==> config.mk <==
export PLATFORM = sky130hd
export DESIGN_NAME = binary_countup_divider
export DESIGN_NICKNAME = d
export VERILOG_FILES = /design/src/rtl/binary_countup_divider_pkg.sv /design/src/rtl/period_holding_reg.sv /design/src/rtl/binary_countup_divider.sv
export SDC_FILE = /design/constraint.sdc
export NUM_CORES = 1
export LEC_CHECK = 0
export ABC_AREA = 0
export ABC_CLOCK_PERIOD_IN_PS = 4600
export CAP_MARGIN = 10
export CELL_PAD_IN_SITES_DETAIL_PLACEMENT = 1
export CELL_PAD_IN_SITES_GLOBAL_PLACEMENT = 2
export CORE_MARGIN = 2
export CORE_UTILIZATION = 30
export CTS_CLUSTER_DIAMETER = 30
export DETAILED_ROUTE_END_ITERATION = 7
export PLACE_DENSITY = 0.79
export SYNTH_ARGS = -nofsm -noshare
export SYNTH_HDL_FRONTEND = slang
export SYNTH_HIERARCHICAL = 1
export SYNTH_SLANG_ARGS = --single-unit
==> constraint.sdc <==
create_clock -name clk -period 4.6 [get_ports clk]
set_input_delay 1.15 -clock clk [delete_from_list [all_inputs] [get_ports clk]]
set_output_delay 1.15 -clock clk [all_outputs]
set_load 0.05 [all_outputs]
==> src/rtl/binary_countup_divider_pkg.sv <==
// Shared definitions for the up-counting tone divider.
package binary_countup_divider_pkg;

  // Default bit width of the count and period values.
  localparam int DefaultWidth = 5;

  // IDLE waits for a first period; RUN counts and produces the tone.
  typedef enum logic {
    IDLE = 1'b0,
    RUN  = 1'b1
  } state_e;

endpackage

==> src/rtl/period_holding_reg.sv <==
// Holds one period value that arrives mid-period until the next wrap uses it.
module period_holding_reg #(
  parameter int WIDTH = 5
) (
  input  logic             clk,
  input  logic             reset,
  input  logic             i_clear,
  input  logic             i_load,
  input  logic             i_consume,
  input  logic [WIDTH-1:0] i_data,
  output logic             o_flag,
  output logic [WIDTH-1:0] o_value
);

  logic             r_flag;
  logic [WIDTH-1:0] r_value;

  // Capture a new value on load; drop the flag when the wrap consumes it.
  always_ff @(posedge clk or negedge reset) begin
    if (!reset) begin
      r_flag  <= 1'b0;
      r_value <= '0;
    end else if (i_clear) begin
      r_flag  <= 1'b0;
      r_value <= '0;
    end else if (i_load) begin
      r_flag  <= 1'b1;
      r_value <= i_data;
    end else if (i_consume) begin
      r_flag  <= 1'b0;
    end
  end

  assign o_flag  = r_flag;
  assign o_value = r_value;

endmodule

==> src/rtl/binary_countup_divider.sv <==
// Programmable up-counting tone divider: counts 0..P, pulses tc and toggles
// tone on every wrap. A period arriving while running waits for the next wrap.
module binary_countup_divider
  import binary_countup_divider_pkg::*;
#(
  parameter int WIDTH = DefaultWidth
) (
  input  logic             clk,
  input  logic             reset,
  input  logic             clear,
  input  logic             enable,
  input  logic [WIDTH-1:0] period_in,
  input  logic             period_valid,
  output logic             period_ready,
  output logic [WIDTH-1:0] count,
  output logic             tc,
  output logic             tone,
  output logic             running
);

  state_e           r_state;
  state_e           w_stateNext;
  logic [WIDTH-1:0] r_count;
  logic [WIDTH-1:0] w_countNext;
  logic [WIDTH-1:0] r_period;
  logic [WIDTH-1:0] w_periodNext;
  logic             r_tc;
  logic             w_tcNext;
  logic             r_tone;
  logic             w_toneNext;

  logic             w_transfer;
  logic             w_wrap;
  logic             w_pendFlag;
  logic [WIDTH-1:0] w_pendValue;
  logic             w_pendLoad;
  logic             w_pendConsume;

  assign period_ready  = !w_pendFlag;
  assign w_transfer    = period_valid && period_ready && !clear;
  assign w_wrap        = (r_state == RUN) && enable && (r_count == r_period);
  assign w_pendLoad    = w_transfer && (r_state == RUN);
  assign w_pendConsume = w_wrap && w_pendFlag && !clear;

  period_holding_reg #(
    .WIDTH(WIDTH)
  ) u_pending (
    .clk      (clk),
    .reset    (reset),
    .i_clear  (clear),
    .i_load   (w_pendLoad),
    .i_consume(w_pendConsume),
    .i_data   (period_in),
    .o_flag   (w_pendFlag),
    .o_value  (w_pendValue)
  );

  // Register all state and registered outputs.
  always_ff @(posedge clk or negedge reset) begin
    if (!reset) begin
      r_state  <= IDLE;
      r_count  <= '0;
      r_period <= '0;
      r_tc     <= 1'b0;
      r_tone   <= 1'b0;
    end else begin
      r_state  <= w_stateNext;
      r_count  <= w_countNext;
      r_period <= w_periodNext;
      r_tc     <= w_tcNext;
      r_tone   <= w_toneNext;
    end
  end

  // Next-state logic; the wrap is a compare so full-scale periods never overflow.
  always_comb begin
    w_stateNext  = r_state;
    w_countNext  = r_count;
    w_periodNext = r_period;
    w_tcNext     = 1'b0;
    w_toneNext   = r_tone;
    if (clear) begin
      w_stateNext  = IDLE;
      w_countNext  = '0;
      w_periodNext = '0;
      w_toneNext   = 1'b0;
    end else begin
      case (r_state)
        IDLE: begin
          w_countNext = '0;
          w_toneNext  = 1'b0;
          if (w_transfer) begin
            w_periodNext = period_in;
            w_stateNext  = RUN;
          end
        end
        RUN: begin
          if (w_wrap) begin
            w_countNext = '0;
            w_tcNext    = 1'b1;
            w_toneNext  = !r_tone;
            if (w_pendFlag) begin
              w_periodNext = w_pendValue;
            end
          end else if (enable) begin
            w_countNext = r_count + {{(WIDTH-1){1'b0}}, 1'b1};
          end
        end
        default: begin
          w_stateNext = IDLE;
        end
      endcase
    end
  end

  assign count   = r_count;
  assign tc      = r_tc;
  assign tone    = r_tone;
  assign running = (r_state == RUN);

endmodule

==> results.md, run 1 <==
* Startpoint types: flip-flop
* #FFs+latches synth at 19
* Resized Gates After CTS at 0
* Post-Syn Nets at 97
* Clk sink count at 19
* Std-Cell Rows at 20
* Postcts setup bufs at 0
* First-pass GRT wire length at 3553 µm
* Die height at 60.56 µm
* DP HPWL at 1594 µm
* Worst EP arrival at 1.89 ns
* Power Density at 263.8 nW/µm²
* Leak at 0.0005287 µW
* CTS Buffer Depth at 2
* Detailed Route WL at 2117 µm
* Slowest cell on crit path: clkdlybuf4s50_1
* Total GRT Usage at 0.1320
* Max Clock Freq at 329.0 MHz
* Peak supply drop at 0.07173 mV
* Cells after synthesis at 86
* Die width at 60.56 µm
* Post-synthesis cell type count at 23
* ANT cells at 0
* Post-route setup TNS at 0 ns
* Ranking of synthesized cells by area: dfrtp_1 50%, mux2i_1 10%, xor2_1 7.3%, nor2_1 5.5%, o2bb2ai_1 4.6%
* GR Overflow Total at 0
* Worst Path Required at 3.45 ns
* Register area share after synthesis at 0.4954
* Final Util at 0.3967
* Ports at 19
* Setup CP Type: flip-flop to primary output
* Share of flip-flops with an asynchronous set or reset at 1.000
* Max-Cap Viols at 0
* Initial core utilization at 0.3143
* R2R cell count at 5
* Unrepaired setup endpoints after global routing: no
* Pin count of the biggest net entering global routing at 20
* Tot Pwr at 319.5 µW
* Share of cells above drive strength 1 at 0.09346
* Hold depth at 1
* Leading cell type by number of instances after synthesis: dfrtp_1
* Worst hold slack at 0.5263 ns
* # nets final at 119
* Routed Antenna Nets at 0
* Cts bufs inserted at 3
* Routability cong. at 0.7272
* Hold buffers post-CTS at 0
* DR pass1 iterations at 2
* Slowest stage delay, CP at 0.90 ns
* Post-synth EDFFs at 0
* Min cycle time layout at 3.039 ns
* Relative slew slack at 0.4251
* CTS HTree Levels at 1
* Mapped Area at 959.7 µm²
* Layout area overhead at 26.21%
* Initial DRC Count at 26
* Clk root buf: clkbuf_4
* Setup Viol. Count Final at 0
* Synthesized area per cell at 11.16 µm²
* Final Max Tran Viols at 0
* Final Hold Vio Count at 0
* I/O Buffers at 18
* Core Region at 3053 µm²
* Via count at 709
* Vias in the first global route at 773
* Synth cell count leaders: 19 x dfrtp_1, 14 x nor2_1, 10 x mux2i_1
* CP bufs+invs at 1
* Crit-path cells: clkdlybuf4s50_1
* Post-synth top area share at 0.4954
* Synth area leader: dfrtp_1
* Clock-pin transition on the worst setup and hold timing paths at 0.11 ns
* Slew at the pin closest to its max-slew limit at 0.8597 ns
* Delay-heaviest family, CP: buffers and inverters
* TritonCTS clock tree: yes
* Crit Path Max Fanout at 11
* Wire per inst at 14.02 µm
* Status: complete, no violations
* DRC errors left at 0
* Avg Vias per Cell at 4.695
* Syn. warnings at 6
* Antenna violations before repair at 0
* Layout fillers at 352
* Hold crit path type: flip-flop to flip-flop
* Most used DFF post-synth: dfrtp_1
* WP depth at 1
* Clock latency at the later pin of the worst-skew pair at 0.31 ns
* Die ar. at 3668 µm²
* Tcrit/Tclk final at 0.6608
* Worst Setup End Kind: primary output
* Layout Skew at 0.006367 ns
[per-stage QoR]
stage,cell area (µm²),std cells,worst slack (ns)
after floorplan,959.7,86,2.525
after global placement,1184,147,1.676
after detailed placement,1184,147,1.604
after CTS,1211,151,1.551
after global routing,1211,151,1.491
final,1211,151,1.561
[cells by family (layout without fill, tap and decap cells)]
kind of cell    count (synthesis)  count (layout)  share of synthesized area
compound gates                 14              14                     0.1186
xor+xnor                        8               8                    0.07301
fa+ha+maj                       1               1                    0.01304
buf+inv                         5              26                    0.03129
flops                          19              19                     0.4954
mux                            11              11                     0.1160
simple gates                   28              28                     0.1525
[where the power goes]
part	switching (µW)	total (µW)	internal (µW)
Combinational	30.2	52.5	22.3
Sequential	7.42	180	173
Clock	54.5	87.0	32.5
[layout make-up]
type / instances / area, µm² / share of cell area
Clock buffer: 3 / 22.52 / 0.01860
Inverter: 3 / 11.26 / 0.009298
Sequential cell: 19 / 475.5 / 0.3926
Multi-Input combinational cell: 62 / 454.2 / 0.3750
Tap cell: 44 / 55.05 / 0.04545
Timing Repair Buffer: 19 / 187.7 / 0.1550
Clock inverter: 1 / 5.005 / 0.004132
[layer usage]
metal / vias to the layer above / global-route usage / wire length [µm] / part of all wire
met4: 0 / 0.06522 / 29 / 0.014
met1: 353 / 0.1804 / 1003 / 0.47
met5: - / 0 / 0 / 0
met2: 12 / 0.2089 / 1039 / 0.49
li1: 342 / - / - / -
met3: 2 / 0.01279 / 44 / 0.021
[placed cells by master (no fill, tap or decap), drive strengths merged, types with 2 or more instances in the layout]
cell type / instances
o21ai: 2
mux2i: 10
xor2: 8
nand2: 6
dfrtp: 19
inv: 3
clkbuf: 3
o2bb2ai: 5
a21oi: 2
nor3b: 2
nor2: 14
clkdlybuf4s50: 18
o2111ai: 2
nand2b: 3
[flip-flops by register name, indices dropped and copies added, names as in the netlist]
name and flops:
count 5, r_period 5, running 1, tc 1, tone 1, u_pending/o_flag 1
u_pending/o_value 5
[final timing paths]
| path | startpoint | endpoint | slack (ns) |
|---|---|---|---|
| worst max-delay path | running$_DFF_PN0_ | running | 1.56 |
| worst min-delay path | r_period[3]$_DFFE_PN0P_ | r_period[3]$_DFFE_PN0P_ | 0.53 |
| worst max register to register | running$_DFF_PN0_ | u_pending/o_value[1]$_DFFE_PN0P_ | 2.83 |
| worst min register to register | r_period[3]$_DFFE_PN0P_ | r_period[3]$_DFFE_PN0P_ | 0.53 |
| max in group asynchronous | reset | count[3]$_DFFE_PN0P_ | 2.75 |
| min in group asynchronous | reset | u_pending/o_value[1]$_DFFE_PN0P_ | 1.32 |
No activity file was read; power rests on OpenSTA's default activity.
==> run 2, diff against run 1 <==
--- a/config.mk
+++ b/config.mk
@@ -6,7 +6,7 @@
 export NUM_CORES = 1
 export LEC_CHECK = 0
 export ABC_AREA = 0
-export ABC_CLOCK_PERIOD_IN_PS = 4600
+export ABC_CLOCK_PERIOD_IN_PS = 3200
 export CAP_MARGIN = 10
 export CELL_PAD_IN_SITES_DETAIL_PLACEMENT = 1
 export CELL_PAD_IN_SITES_GLOBAL_PLACEMENT = 2
==> constraint.sdc (replaced) <==
create_clock -name clk -period 3.2 [get_ports clk]
set_input_delay 0.8 -clock clk [delete_from_list [all_inputs] [get_ports clk]]
set_output_delay 0.8 -clock clk [all_outputs]
set_load 0.05 [all_outputs]
==> run 2 against run 1 <==
Compared with the run above: clock skew shrank 0.0055 ns; die area is the same; wire length is 8.8% lower; global-route usage fell by 1.3 points; cell count grew 0.66%; total power up 43%; design area up 0.62%; worst setup slack worse by 1.0 ns; first-iteration DRC count shrank 31%; non-clock buffer count is 1 higher; largest power group unchanged.
==> results.md, run 2 (synthesized netlist as in run 1, its figures left out) <==
* Vias in the first global route at 726 (was 773)
* CTS Buffer Depth at 2 (unchanged)
* Crit-path cells: clkdlybuf4s50_1 (unchanged)
* Unrepaired setup endpoints after global routing: no (unchanged)
* Commonest cells after routing, fill and taps aside: 19 x dfrtp_1, 18 x clkdlybuf4s50_1, 14 x nor2_1 (unchanged)
* Post-route setup TNS at 0 ns (unchanged)
* CP bufs+invs at 1 (unchanged)
* R2R cell count at 5 (unchanged)
* Worst EP arrival at 1.85 ns (was 1.89 ns)
* Die ar. at 3668 µm² (unchanged)
* Avg Vias per Cell at 4.678 (was 4.695)
* Worst r2r src: running$_DFF_PN0_ (unchanged)
* Hold path start: r_period[4]$_DFFE_PN0P_ (was r_period[3]$_DFFE_PN0P_)
* Layout Skew at 0.0008843 ns (was 0.006367 ns)
* Wire per inst at 12.70 µm (was 14.02 µm)
* Final Max Tran Viols at 0 (unchanged)
* Crit Path Max Fanout at 11 (unchanged)
* ANT cells at 0 (unchanged)
* DP Worst Slack at 0.7446 ns (was 1.604 ns)
* GR Overflow Total at 0 (unchanged)
* Slowest cell on crit path: clkdlybuf4s50_1 (unchanged)
* First-pass GRT wire length at 3263 µm (was 3553 µm)
* I/O Buffers at 18 (unchanged)
* Hold worst-path end: r_period[4]$_DFFE_PN0P_ (was r_period[3]$_DFFE_PN0P_)
* Std-Cell Rows at 20 (unchanged)
* Clock latency at the later pin of the worst-skew pair at 0.29 ns (was 0.31 ns)
* Layout area overhead at 26.99% (was 26.21%)
* Min cycle time layout at 2.653 ns
* Resized Gates After CTS at 0 (unchanged)
* Clk sink count at 19 (unchanged)
* Slew at the pin closest to its max-slew limit at 0.8903 ns (was 0.8597 ns)
* Final worst slack at 0.5467 ns (was 1.561 ns)
* Slowest stage delay, CP at 0.90 ns (about the same)
* Worst Setup End Kind: primary output (unchanged)
* Max-Cap Viols at 0 (unchanged)
* Tot Pwr at 455.5 µW (was 319.5 µW)
* Routed Antenna Nets at 0 (unchanged)
* Detailed Route WL at 1931 µm (was 2117 µm)
* Hold depth at 1 (unchanged)
* Max Clock Freq at 376.9 MHz
* Cts bufs inserted at 3 (unchanged)
* # nets final at 120 (was 119)
* Initial core utilization at 0.3143 (unchanged)
* Worst R2R End: u_pending/o_value[3]$_DFFE_PN0P_ (was u_pending/o_value[1]$_DFFE_PN0P_)
* Setup CP Type: flip-flop to primary output (unchanged)
* Clk root buf: clkbuf_4 (unchanged)
* Tcrit/Tclk final at 0.8292
* DR pass1 iterations at 2 (unchanged)
* Status: complete, no violations (unchanged)
* Share of cells above drive strength 1 at 0.1019 (was 0.09346)
* Setup Viol. Count Final at 0 (unchanged)
* TritonCTS clock tree: yes (unchanged)
* Postcts setup bufs at 0 (unchanged)
* Routability cong. at 0.7126 (was 0.7272)
* DRC errors left at 0 (unchanged)
* Peak supply drop at 0.1425 mV (was 0.07173 mV)
* Startpoint types: flip-flop (unchanged)
* Core Region at 3053 µm² (unchanged)
* Initial DRC Count at 18 (was 26)
* R2R Setup Slk at 1.47 ns (was 2.83 ns)
* Relative slew slack at 0.4046 (was 0.4251)
* Clock-pin transition on the worst setup and hold timing paths at 0.11 ns (about the same)
* Leak at 0.0005335 µW (was 0.0005287 µW)
* Die width at 60.56 µm (unchanged)
* Worst Path Required at 2.40 ns (was 3.45 ns)
* Most common cell after layout, fill and taps aside: dfrtp_1 (unchanged)
* Final Hold Vio Count at 0 (unchanged)
* Via count at 711 (was 709)
* Hold crit path type: flip-flop to flip-flop (unchanged)
* DP HPWL at 1453 µm (was 1594 µm)
* Antenna violations before repair at 0 (unchanged)
* Die height at 60.56 µm (unchanged)
* Total GRT Usage at 0.1189 (was 0.1320)
* Ports at 19 (unchanged)
* Power Density at 373.8 nW/µm² (was 263.8 nW/µm²)
* CTS HTree Levels at 1 (unchanged)
* Delay-heaviest family, CP: buffers and inverters (unchanged)
* Pin count of the biggest net entering global routing at 20 (unchanged)
* Hold buffers post-CTS at 0 (unchanged)
-- run 2: layout make-up --
class,instances,area [µm²]
multi-input combinational,62,454.2
tap,44,55.05
clock buffer,3,22.52
sequential,19,475.5
fill,368,1834
inverter,3,11.26
clock inverter,1,5.005
timing repair buffer,20,195.2
-- run 2: how the worst max path moves through the flow --
stage / from / to / slack (ns) / cells after the start
after CTS: running$_DFF_PN0_ / running / 0.53 / 1
after floorplan: running$_DFF_PN0_ / tone$_DFFE_PN0P_ / 1.39 / 5
final: running$_DFF_PN0_ / running / 0.55 / 1
after global routing: running$_DFF_PN0_ / running / 0.47 / 1
after global placement: enable / u_pending/o_flag$_DFFE_PN0P_ / 0.78 / 7
after detailed placement: enable / u_pending/o_flag$_DFFE_PN0P_ / 0.74 / 7
-- run 2: where the power goes --
part,internal (µW),switching [µW],leakage (µW)
combinational,32.8,42.8,0.000255
sequential,248,9.96,0.000261
clock,46.5,75.5,0.0000177
-- run 2: per-layer routing --
metal	vias to the layer above	part of all wire	track usage
met5	-	0	0
met4	0	0.0098	0.04658
met3	2	0.022	0.01279
met2	10	0.49	0.1951
met1	354	0.47	0.1613
li1	345	-	-
-- run 2: stage by stage --
step | area [µm²] | cells | hold slack (ns) | utilization
2_1_floorplan | 959.7 | 86 | 0.4750 | -
3_3_place_gp | 1191 | 148 | 0.5025 | 0.3902
3_5_place_dp | 1191 | 148 | 0.5013 | 0.3902
4_1_cts | 1219 | 152 | 0.5322 | 0.3992
5_1_grt | 1219 | 152 | 0.5410 | 0.3992
6_report | 1219 | 152 | 0.5255 | 0.3992
